## src/rtl/fp16_pkg.sv

```systemverilog
// FP16 field layout, special encodings, dot-unit states and the shared
// half-precision multiply used by the dot-product engine.
package fp16_pkg;

  localparam int unsigned FP16_W   = 16;
  localparam int unsigned SIGN_W   = 1;
  localparam int unsigned EXP_W    = 5;
  localparam int unsigned MAN_W    = 10;
  localparam int unsigned EXP_BIAS = 15;

  localparam logic [FP16_W-1:0] FP16_ZERO = 16'h0000;
  localparam logic [FP16_W-1:0] FP16_PINF = 16'h7C00;
  localparam logic [FP16_W-1:0] FP16_NINF = 16'hFC00;
  localparam logic [FP16_W-1:0] FP16_QNAN = 16'h7E00;

  typedef enum logic [2:0] {IDLE, LOAD, MUL, ACC, DONE} state_e;

  // RNE multiply; subnormals flush to signed zero, overflow saturates to inf.
  function automatic logic [FP16_W-1:0] fp16_mul(input logic [FP16_W-1:0] a,
                                                 input logic [FP16_W-1:0] b);
    logic                    s;
    logic [EXP_W-1:0]        ea, eb;
    logic [MAN_W-1:0]        ma, mb, m;
    logic                    nan_a, nan_b, inf_a, inf_b, zero_a, zero_b;
    logic [2*MAN_W+1:0]      p;
    logic                    g, st, rnd;
    logic [MAN_W:0]          mr;
    logic signed [7:0]       e;
    logic [FP16_W-1:0]       r;

    s      = a[15] ^ b[15];
    ea     = a[14:10];
    eb     = b[14:10];
    ma     = a[9:0];
    mb     = b[9:0];
    nan_a  = (ea == 5'h1F) && (ma != '0);
    nan_b  = (eb == 5'h1F) && (mb != '0);
    inf_a  = (ea == 5'h1F) && (ma == '0);
    inf_b  = (eb == 5'h1F) && (mb == '0);
    zero_a = (ea == '0);
    zero_b = (eb == '0);

    p = 22'({1'b1, ma}) * 22'({1'b1, mb});
    e = $signed({3'b000, ea}) + $signed({3'b000, eb}) - 8'sd15;
    if (p[21]) begin
      m  = p[20:11];
      g  = p[10];
      st = |p[9:0];
      e  = e + 8'sd1;
    end else begin
      m  = p[19:10];
      g  = p[9];
      st = |p[8:0];
    end
    rnd = g & (st | m[0]);
    mr  = {1'b0, m} + 11'(rnd);
    if (mr[10]) e = e + 8'sd1;

    if (nan_a || nan_b || (inf_a && zero_b) || (inf_b && zero_a)) r = FP16_QNAN;
    else if (inf_a || inf_b)   r = {s, 5'h1F, 10'h000};
    else if (zero_a || zero_b) r = {s, 15'h0000};
    else if (e >= 8'sd31)      r = {s, 5'h1F, 10'h000};
    else if (e <= 8'sd0)       r = {s, 15'h0000};
    else                       r = {s, e[4:0], mr[9:0]};
    return r;
  endfunction

endpackage

```

## src/rtl/fp16_add.sv

```systemverilog
// Combinational FP16 adder: swap, align with guard/round/sticky, add/sub,
// normalise, round-to-nearest-even; subnormals flush to signed zero.
module fp16_add
  import fp16_pkg::*;
(
  input  logic [FP16_W-1:0] a_i,
  input  logic [FP16_W-1:0] b_i,
  output logic [FP16_W-1:0] sum_c_o
);

  logic             sa, sb, sl, sub, a_ge_b;
  logic [EXP_W-1:0] ea, eb, el, es, diff;
  logic [MAN_W-1:0] ma, mb;
  logic [MAN_W:0]   ml, ms, mr;
  logic             nan_a, nan_b, inf_a, inf_b, zero_a, zero_b;
  logic [42:0]      sh;
  logic [13:0]      big, al_s;
  logic [14:0]      sum;
  logic [12:0]      nrm;
  logic [3:0]       lz;
  logic signed [6:0] e;
  logic             g, st, rnd;

  assign sa     = a_i[15];
  assign sb     = b_i[15];
  assign ea     = a_i[14:10];
  assign eb     = b_i[14:10];
  assign ma     = a_i[9:0];
  assign mb     = b_i[9:0];
  assign nan_a  = (ea == 5'h1F) && (ma != '0);
  assign nan_b  = (eb == 5'h1F) && (mb != '0);
  assign inf_a  = (ea == 5'h1F) && (ma == '0);
  assign inf_b  = (eb == 5'h1F) && (mb == '0);
  assign zero_a = (ea == '0);
  assign zero_b = (eb == '0);

  // Larger magnitude becomes the reference operand.
  assign a_ge_b = (a_i[14:0] >= b_i[14:0]);
  assign sl     = a_ge_b ? sa : sb;
  assign el     = a_ge_b ? ea : eb;
  assign es     = a_ge_b ? eb : ea;
  assign ml     = {1'b1, a_ge_b ? ma : mb};
  assign ms     = {1'b1, a_ge_b ? mb : ma};
  assign sub    = sa ^ sb;
  assign diff   = el - es;
  assign sh     = {ms, 32'h0000_0000} >> diff;
  assign al_s   = {sh[42:30], |sh[29:0]};
  assign big    = {ml, 3'b000};
  assign sum    = sub ? ({1'b0, big} - {1'b0, al_s}) : ({1'b0, big} + {1'b0, al_s});

  always_comb begin
    lz      = '0;
    e       = $signed({2'b00, el});
    nrm     = '0;
    g       = 1'b0;
    st      = 1'b0;
    rnd     = 1'b0;
    mr      = '0;
    sum_c_o = FP16_ZERO;

    for (int i = 0; i < 14; i++) begin
      if (sum[i]) lz = 4'(13 - i);
    end
    if (sum[14]) begin
      nrm = {sum[13:2], sum[1] | sum[0]};
      e   = e + 7'sd1;
    end else begin
      nrm = 13'(sum[13:0] << lz);
      e   = e - $signed({3'b000, lz});
    end
    g   = nrm[2];
    st  = |nrm[1:0];
    rnd = g & (st | nrm[3]);
    mr  = {1'b0, nrm[12:3]} + 11'(rnd);
    if (mr[10]) e = e + 7'sd1;

    if (nan_a || nan_b || (inf_a && inf_b && sub)) sum_c_o = FP16_QNAN;
    else if (inf_a)             sum_c_o = {sa, 5'h1F, 10'h000};
    else if (inf_b)             sum_c_o = {sb, 5'h1F, 10'h000};
    else if (zero_a && zero_b)  sum_c_o = {sa & sb, 15'h0000};
    else if (zero_a)            sum_c_o = b_i;
    else if (zero_b)            sum_c_o = a_i;
    else if (sum == '0)         sum_c_o = FP16_ZERO;
    else if (e >= 7'sd31)       sum_c_o = {sl, 5'h1F, 10'h000};
    else if (e <= 7'sd0)        sum_c_o = {sl, 15'h0000};
    else                        sum_c_o = {sl, e[4:0], mr[9:0]};
  end

endmodule

```

## src/rtl/fp16_dot_unit.sv

```systemverilog
// Sequential FP16 dot-product engine: one pair per LOAD/MUL/ACC round,
// sequential accumulation, sticky done until start is released.
module fp16_dot_unit
  import fp16_pkg::*;
#(
  parameter int unsigned WIDTH      = 16,
  parameter int unsigned MAX_LENGTH = 64
) (
  input  logic                          clk,
  input  logic                          reset,
  input  logic                          start,
  input  logic [WIDTH-1:0]              a_in,
  input  logic [WIDTH-1:0]              b_in,
  input  logic [$clog2(MAX_LENGTH)-1:0] length,
  output logic [WIDTH-1:0]              result,
  output logic                          done
);

  localparam int unsigned LEN_W = $clog2(MAX_LENGTH);

  state_e             state_q, state_d;
  logic [WIDTH-1:0]   a_q, a_d, b_q, b_d;
  logic [WIDTH-1:0]   prod_q, prod_d, acc_q, acc_d;
  logic [WIDTH-1:0]   result_q, result_d;
  logic               done_q, done_d;
  logic [LEN_W-1:0]   len_q, len_d, cnt_q, cnt_d, cnt_inc;
  logic [WIDTH-1:0]   sum_c;
  logic               pu_ready;

  // Feeder strobe: the next pair must be on a_in/b_in while this is high.
  assign pu_ready = (state_q == LOAD);
  assign cnt_inc  = cnt_q + LEN_W'(1);
  assign result   = result_q;
  assign done     = done_q;

  fp16_add u_add (
    .a_i     (acc_q),
    .b_i     (prod_q),
    .sum_c_o (sum_c)
  );

  always_comb begin
    state_d  = state_q;
    a_d      = a_q;
    b_d      = b_q;
    prod_d   = prod_q;
    acc_d    = acc_q;
    cnt_d    = cnt_q;
    len_d    = len_q;
    result_d = result_q;
    done_d   = done_q;

    unique case (state_q)
      IDLE: begin
        if (start) begin
          a_d   = a_in;
          b_d   = b_in;
          len_d = length;
          acc_d = '0;
          cnt_d = '0;
          if (length == '0) begin
            state_d  = DONE;
            result_d = FP16_ZERO;
            done_d   = 1'b1;
          end else begin
            state_d = MUL;
          end
        end
      end
      LOAD: begin
        if (pu_ready) begin
          a_d     = a_in;
          b_d     = b_in;
          state_d = MUL;
        end
      end
      MUL: begin
        prod_d  = fp16_mul(a_q, b_q);
        state_d = ACC;
      end
      ACC: begin
        acc_d = sum_c;
        cnt_d = cnt_inc;
        if (cnt_inc == len_q) begin
          state_d  = DONE;
          result_d = sum_c;
          done_d   = 1'b1;
        end else begin
          state_d = LOAD;
        end
      end
      DONE: begin
        if (!start) begin
          state_d = IDLE;
          done_d  = 1'b0;
        end
      end
      default: state_d = IDLE;
    endcase
  end

  always_ff @(posedge clk or negedge reset) begin
    if (!reset) begin
      state_q  <= IDLE;
      a_q      <= '0;
      b_q      <= '0;
      prod_q   <= '0;
      acc_q    <= '0;
      cnt_q    <= '0;
      len_q    <= '0;
      result_q <= '0;
      done_q   <= 1'b0;
    end else begin
      state_q  <= state_d;
      a_q      <= a_d;
      b_q      <= b_d;
      prod_q   <= prod_d;
      acc_q    <= acc_d;
      cnt_q    <= cnt_d;
      len_q    <= len_d;
      result_q <= result_d;
      done_q   <= done_d;
    end
  end

endmodule

```

## config.mk

```make
export PLATFORM = sky130hd
export DESIGN_NAME = fp16_dot_unit
export DESIGN_NICKNAME = d
export VERILOG_FILES = /design/src/rtl/fp16_pkg.sv /design/src/rtl/fp16_add.sv /design/src/rtl/fp16_dot_unit.sv
export SDC_FILE = /design/constraint.sdc
export NUM_CORES = 1
export LEC_CHECK = 0
export ABC_AREA = 1
export CAP_MARGIN = 0
export CORE_UTILIZATION = 62
export CTS_BUF_LIST = sky130_fd_sc_hd__clkbuf_4
export CTS_CLUSTER_DIAMETER = 30
export DETAILED_ROUTE_END_ITERATION = 7
export HOLD_SLACK_MARGIN = 0.03
export PLACE_DENSITY = 0.81
export SLEW_MARGIN = 25
export SYNTH_ARGS = -nofsm -noshare
export SYNTH_HDL_FRONTEND = slang
export SYNTH_SLANG_ARGS = --single-unit
```

## constraint.sdc

```tcl
create_clock -name clk -period 10.5 [get_ports clk]
set_input_delay 1.05 -clock clk [delete_from_list [all_inputs] [get_ports clk]]
set_output_delay 1.05 -clock clk [all_outputs]
set_load 0.1 [all_outputs]
```

==> results.cfg, run 1 <==
[critical_path]
cp.arrival_ns = 9.92
critPathMaxFanout = 19
critical_path_required_ns = 10.89
cp_common_cell = nand2_1
r2r-start = b_q[4]
crit_start = b_q[4]
setup.worst_path.start_class = flip-flop
reg2reg_setup_slack_ns = 0.97
worstSetupEndpointType = flip-flop
worstSetupPathType = reg2reg
cp-endpoint = prod_q[5]
r2r_cells = 41
r2r-end = prod_q[5]
cp_slowest_cell = dfrtp_1
critPathMaxStageDelay_ns = 0.71

[synthesis]
yosys_warnings = 0
synth.distinct_cells = 60
syn-instance-count = 2019
synth_edf_count = 0
ys_ff_latch = 96
synth_nets = 2261
synthesis.area_um2 = 13700
synth_seq_area_share = 0.176
async_flop_share = 1.00
synth_flop_cell = dfrtp_1
avgSynthCellArea_um2 = 6.77

[drt]
num_vias = 12900
drcViolationCount = 0
wirelength_um = 34600
wire_per_inst_um = 14.9
dr.pass1.iters = 8
drtIter0Drc = 1145
postRouteAntennaNets = 0
viasPerCell = 5.59

[layout]
final_cell_mix = nand2_1 (540), inv_1 (345), nand3_1 (165), nor2_1 (125), ha_1 (118)
nNetsFinal = 2275
drive_above_1_share = 0.0628
final_common_cell = nand2_1
layoutNonFillerInstCount = 2314
area_delta_synth_final_pct = 6.28

[clock_network]
path_clk_slew_ns = 0.19
cts_buffer_depth = 2
cts.sinks = 96
cts_hold_buf = 0
clkLatencyLatePin_ns = 0.49
numCtsBuffers = 9
post_cts_buffers = 0
h-tree-depth = 3
cts.repair.resized = 0
cts_tree = done
root_buffer = clkbuf_4

[floorplan]
die_x_um = 150
die_area_um2 = 22600
io_pins = 58
start_util = 0.642
die_h_um = 150
num_rows = 53
coreArea_um2 = 21300

[grt]
grt_overflow = 0
grt_pass1_vias = 12400
grt_pass1_wl_um = 58400
grt_max_degree = 78
grtUsageTotal = 0.320
antenna_found_initial = 1

[sta]
fmax_ghz = 0.105
tightest_slew_ns = 0.983
drv_slew = 0
rsz0062_at_grt = no
setup_viol = 0
skew_ns = 0.0241
relSlewSlack = 0.343
hold_viol = 0
holdWs_ns = 0.408
fin_crit_ns = 9.53
setup_tns_ns = 0
setup_slack_ns = 0.969
finalCritPeriodShare = 0.908

[outcome]
outcome = finished, final reports clean

[place]
io_buffers = 57
finalWeightedCongestion = 0.954
place_inst = 2297
hpwl_um = 27900
place_ws_ns = 1.12

[run]
maxCapViolations = 0

[hold_path]
min_path_type = in2async
## layout make-up
class	count	area, um^2
Multi-Input combinational cell	1503	9630
Fill cell	1867	6760
Sequential cell	96	2400
Inverter	356	1340
Timing Repair Buffer	67	647
Tap cell	275	344
Clock inverter	7	93.8
Clock buffer	9	67.6
Antenna cell	1	2.50
## worst min-delay path by stage
stage	to	start	cells past startpoint	slack (ns)
floorplan	prod_q[7]	prod_q[7]	1	0.46
global placement	result[13]	result[13]	2	0.46
detailed placement	result[11]	result[11]	2	0.47
CTS	a_q[8]	reset	1	0.41
global route	a_q[8]	reset	1	0.42
finish	a_q[7]	reset	1	0.41
## cell usage after synthesis (9+ instances only)
library cell,n,share of area
o22ai_1,14,0.0064
nor4_1,14,0.0064
inv_2,9,0.0025
o21ai_1,31,0.011
nor3_1,22,0.0081
mux2_2,16,0.013
nand4_1,28,0.013
clkbuf_1,49,0.013
nand3_1,165,0.060
ha_1,118,0.11
nand2_2,25,0.011
a21oi_1,86,0.031
nor2_1,125,0.034
xnor2_1,13,0.0083
inv_1,345,0.095
o21ai_0,75,0.027
nand2_1,540,0.15
fa_1,83,0.12
or2_2,12,0.0055
nand3_2,13,0.0095
xor2_1,46,0.029
dfrtp_1,96,0.18
## worst max-delay path: cells and delay by family, from the launching register on
kind | cells | cell delay [ns]
adder cells (fa/ha/maj) | 6 | 2.90
buffers and inverters | 7 | 0.76
AO/OA/AOI/OAI | 11 | 2.61
flip-flops | 1 | 0.71
XOR/XNOR | 1 | 0.16
AND/OR/NAND/NOR | 16 | 2.32
## kinds of logic (layout without fill, tap and decap cells)
group                    after synthesis  after routing  synth area share
AO/OA/AOI/OAI                        259            259             0.110
XOR/XNOR                              62             62            0.0422
adder cells (fa/ha/maj)              201            201             0.230
buffers and inverters                420            439             0.120
flip-flops                            96             96             0.176
multiplexers                          16             16            0.0132
other                                  0              1                 0
AND/OR/NAND/NOR                      965            965             0.309
## sequential cells by signal (all words and copies together), names as in the netlist
name and count:
prod_q 16, state_q 3, acc_q 16, result 16, cnt_q 6, b_q 16, done 1, a_q 16
len_q 6
## through the flow
stage,util,instance area (um^2)
2_1_floorplan,-,13700
3_3_place_gp,0.674,14400
3_5_place_dp,0.674,14400
4_1_cts,0.682,14500
5_1_grt,0.682,14500
6_report,0.682,14500
## routing by layer
metal	routed length [um]	vias to the layer above	global-route usage
li1	-	6448	-
met1	15700	5974	0.452
met2	16100	457	0.529
met3	2070	60	0.0224
met4	679	0	0.0884
met5	0	-	0
Power of run 1 is not shown: default switching activity piles up to over one toggle a cycle in this logic, so the estimate is an artifact.
==> run 2, diff against run 1 <==
- CORE_MARGIN: not set -> 2
- CORE_UTILIZATION: 62 -> 60
- PLACE_DENSITY: 0.81 -> 0.79
==> run 2 against run 1 <==
Die area rose by 6.0%. Critical path depth is the same. First-iteration DRC count down 1.2%. Cell area increased by 0.16%. Via count increased by 0.23%. Cell count is 0.43% higher. Sequential share of layout area about the same. Wire length is 1.3% lower. Worst setup slack improved by 0.14 ns. Maximum frequency rose by 1.4%.
==> results.cfg, run 2 (synthesis results as in run 1) <==
[outcome]
outcome = finished, final reports clean

[clock_network]
clkLatencyLatePin_ns = 0.48
numCtsBuffers = 9
cts_hold_buf = 0
cts.sinks = 96
h-tree-depth = 3
cts_buffer_depth = 2
cts.repair.resized = 0
cts_tree = done
post_cts_buffers = 0
root_buffer = clkbuf_4
path_clk_slew_ns = 0.17

[critical_path]
worstSetupEndpointType = flip-flop
worstSetupPathType = reg2reg
r2r-end = prod_q[5]
cp.arrival_ns = 9.77
r2r-start = a_q[3]
reg2reg_setup_slack_ns = 1.10
critPathMaxFanout = 19
cp_common_cell = nand2_1
crit_start = a_q[3]
cp_slowest_cell = dfrtp_1
setup.worst_path.start_class = flip-flop
cp-endpoint = prod_q[5]
r2r_cells = 41
critPathMaxStageDelay_ns = 0.70
critical_path_required_ns = 10.88

[floorplan]
num_rows = 55
start_util = 0.607
die_x_um = 155
coreArea_um2 = 22500
io_pins = 58
die_area_um2 = 24000
die_h_um = 155

[drt]
drtIter0Drc = 1131
postRouteAntennaNets = 0
dr.pass1.iters = 6
viasPerCell = 5.58
wirelength_um = 34100
wire_per_inst_um = 14.7
num_vias = 13000
drcViolationCount = 0

[sta]
fin_crit_ns = 9.40
skew_ns = 0.0291
rsz0062_at_grt = no
setup_tns_ns = 0
setup_viol = 0
hold_viol = 0
tightest_slew_ns = 0.977
fmax_ghz = 0.106
finalCritPeriodShare = 0.895
drv_slew = 0
relSlewSlack = 0.347

[layout]
drive_above_1_share = 0.0653
final_area_um2 = 14500
area_delta_synth_final_pct = 6.45
nNetsFinal = 2275
final_util = 0.646
final_cell_mix = nand2_1 (539), inv_1 (345), nand3_1 (165), nor2_1 (125), ha_1 (118)
final_common_cell = nand2_1
layoutNonFillerInstCount = 2324

[place]
finalWeightedCongestion = 0.996
hpwl_um = 27800
io_buffers = 57
place_inst = 2307
placed_cell_area_um2 = 14400

[grt]
grtUsageTotal = 0.296
antenna_found_initial = 1
grt_overflow = 0
grt_pass1_wl_um = 59300
grt_pass1_vias = 12700
grt_max_degree = 76

[hold_path]
min_path_type = in2async

[run]
maxCapViolations = 0
-- run 2: final cells by class --
cell class,instances,area (um^2)
inverter,356,1340
antenna,1,2.50
timing repair buffer,67,647
sequential,96,2410
clock buffer,9,67.6
tap,285,357
fill,2034,7960
multi-input combinational,1503,9630
clock inverter,7,97.6
-- run 2: per-layer routing --
metal	global-route usage	up-vias	share of wire
li1	-	6465	-
met1	0.404	6051	0.45
met2	0.512	393	0.48
met3	0.0256	60	0.051
met4	0.0758	0	0.020
met5	0	-	0
-- run 2: worst max-delay path, delay by kind of cell, from the launching register on --
kind / cells / cell delay, ns
compound gates: 11 / 2.58
xor+xnor: 1 / 0.16
fa+ha+maj: 6 / 2.88
buf+inv: 7 / 0.68
flops: 1 / 0.70
simple gates: 16 / 2.30
-- run 2: worst min-delay path by stage --
stage | end | depth (start not counted) | start
after floorplan | prod_q[7] | 1 | prod_q[7]
after global placement | result[13] | 2 | result[13]
after detailed placement | result[11] | 2 | result[11]
after CTS | a_q[7] | 1 | reset
after global routing | a_q[6] | 1 | reset
final | a_q[7] | 1 | reset
-- run 2: stage by stage --
stage                     hold slack, ns  setup slack [ns]
after floorplan                    0.463              2.32
after detailed placement           0.464              1.09
after global placement             0.464              1.45
after global routing               0.439             0.129
final                              0.421              1.10
after CTS                          0.417             0.949
Power of run 2 is left out for the same reason.
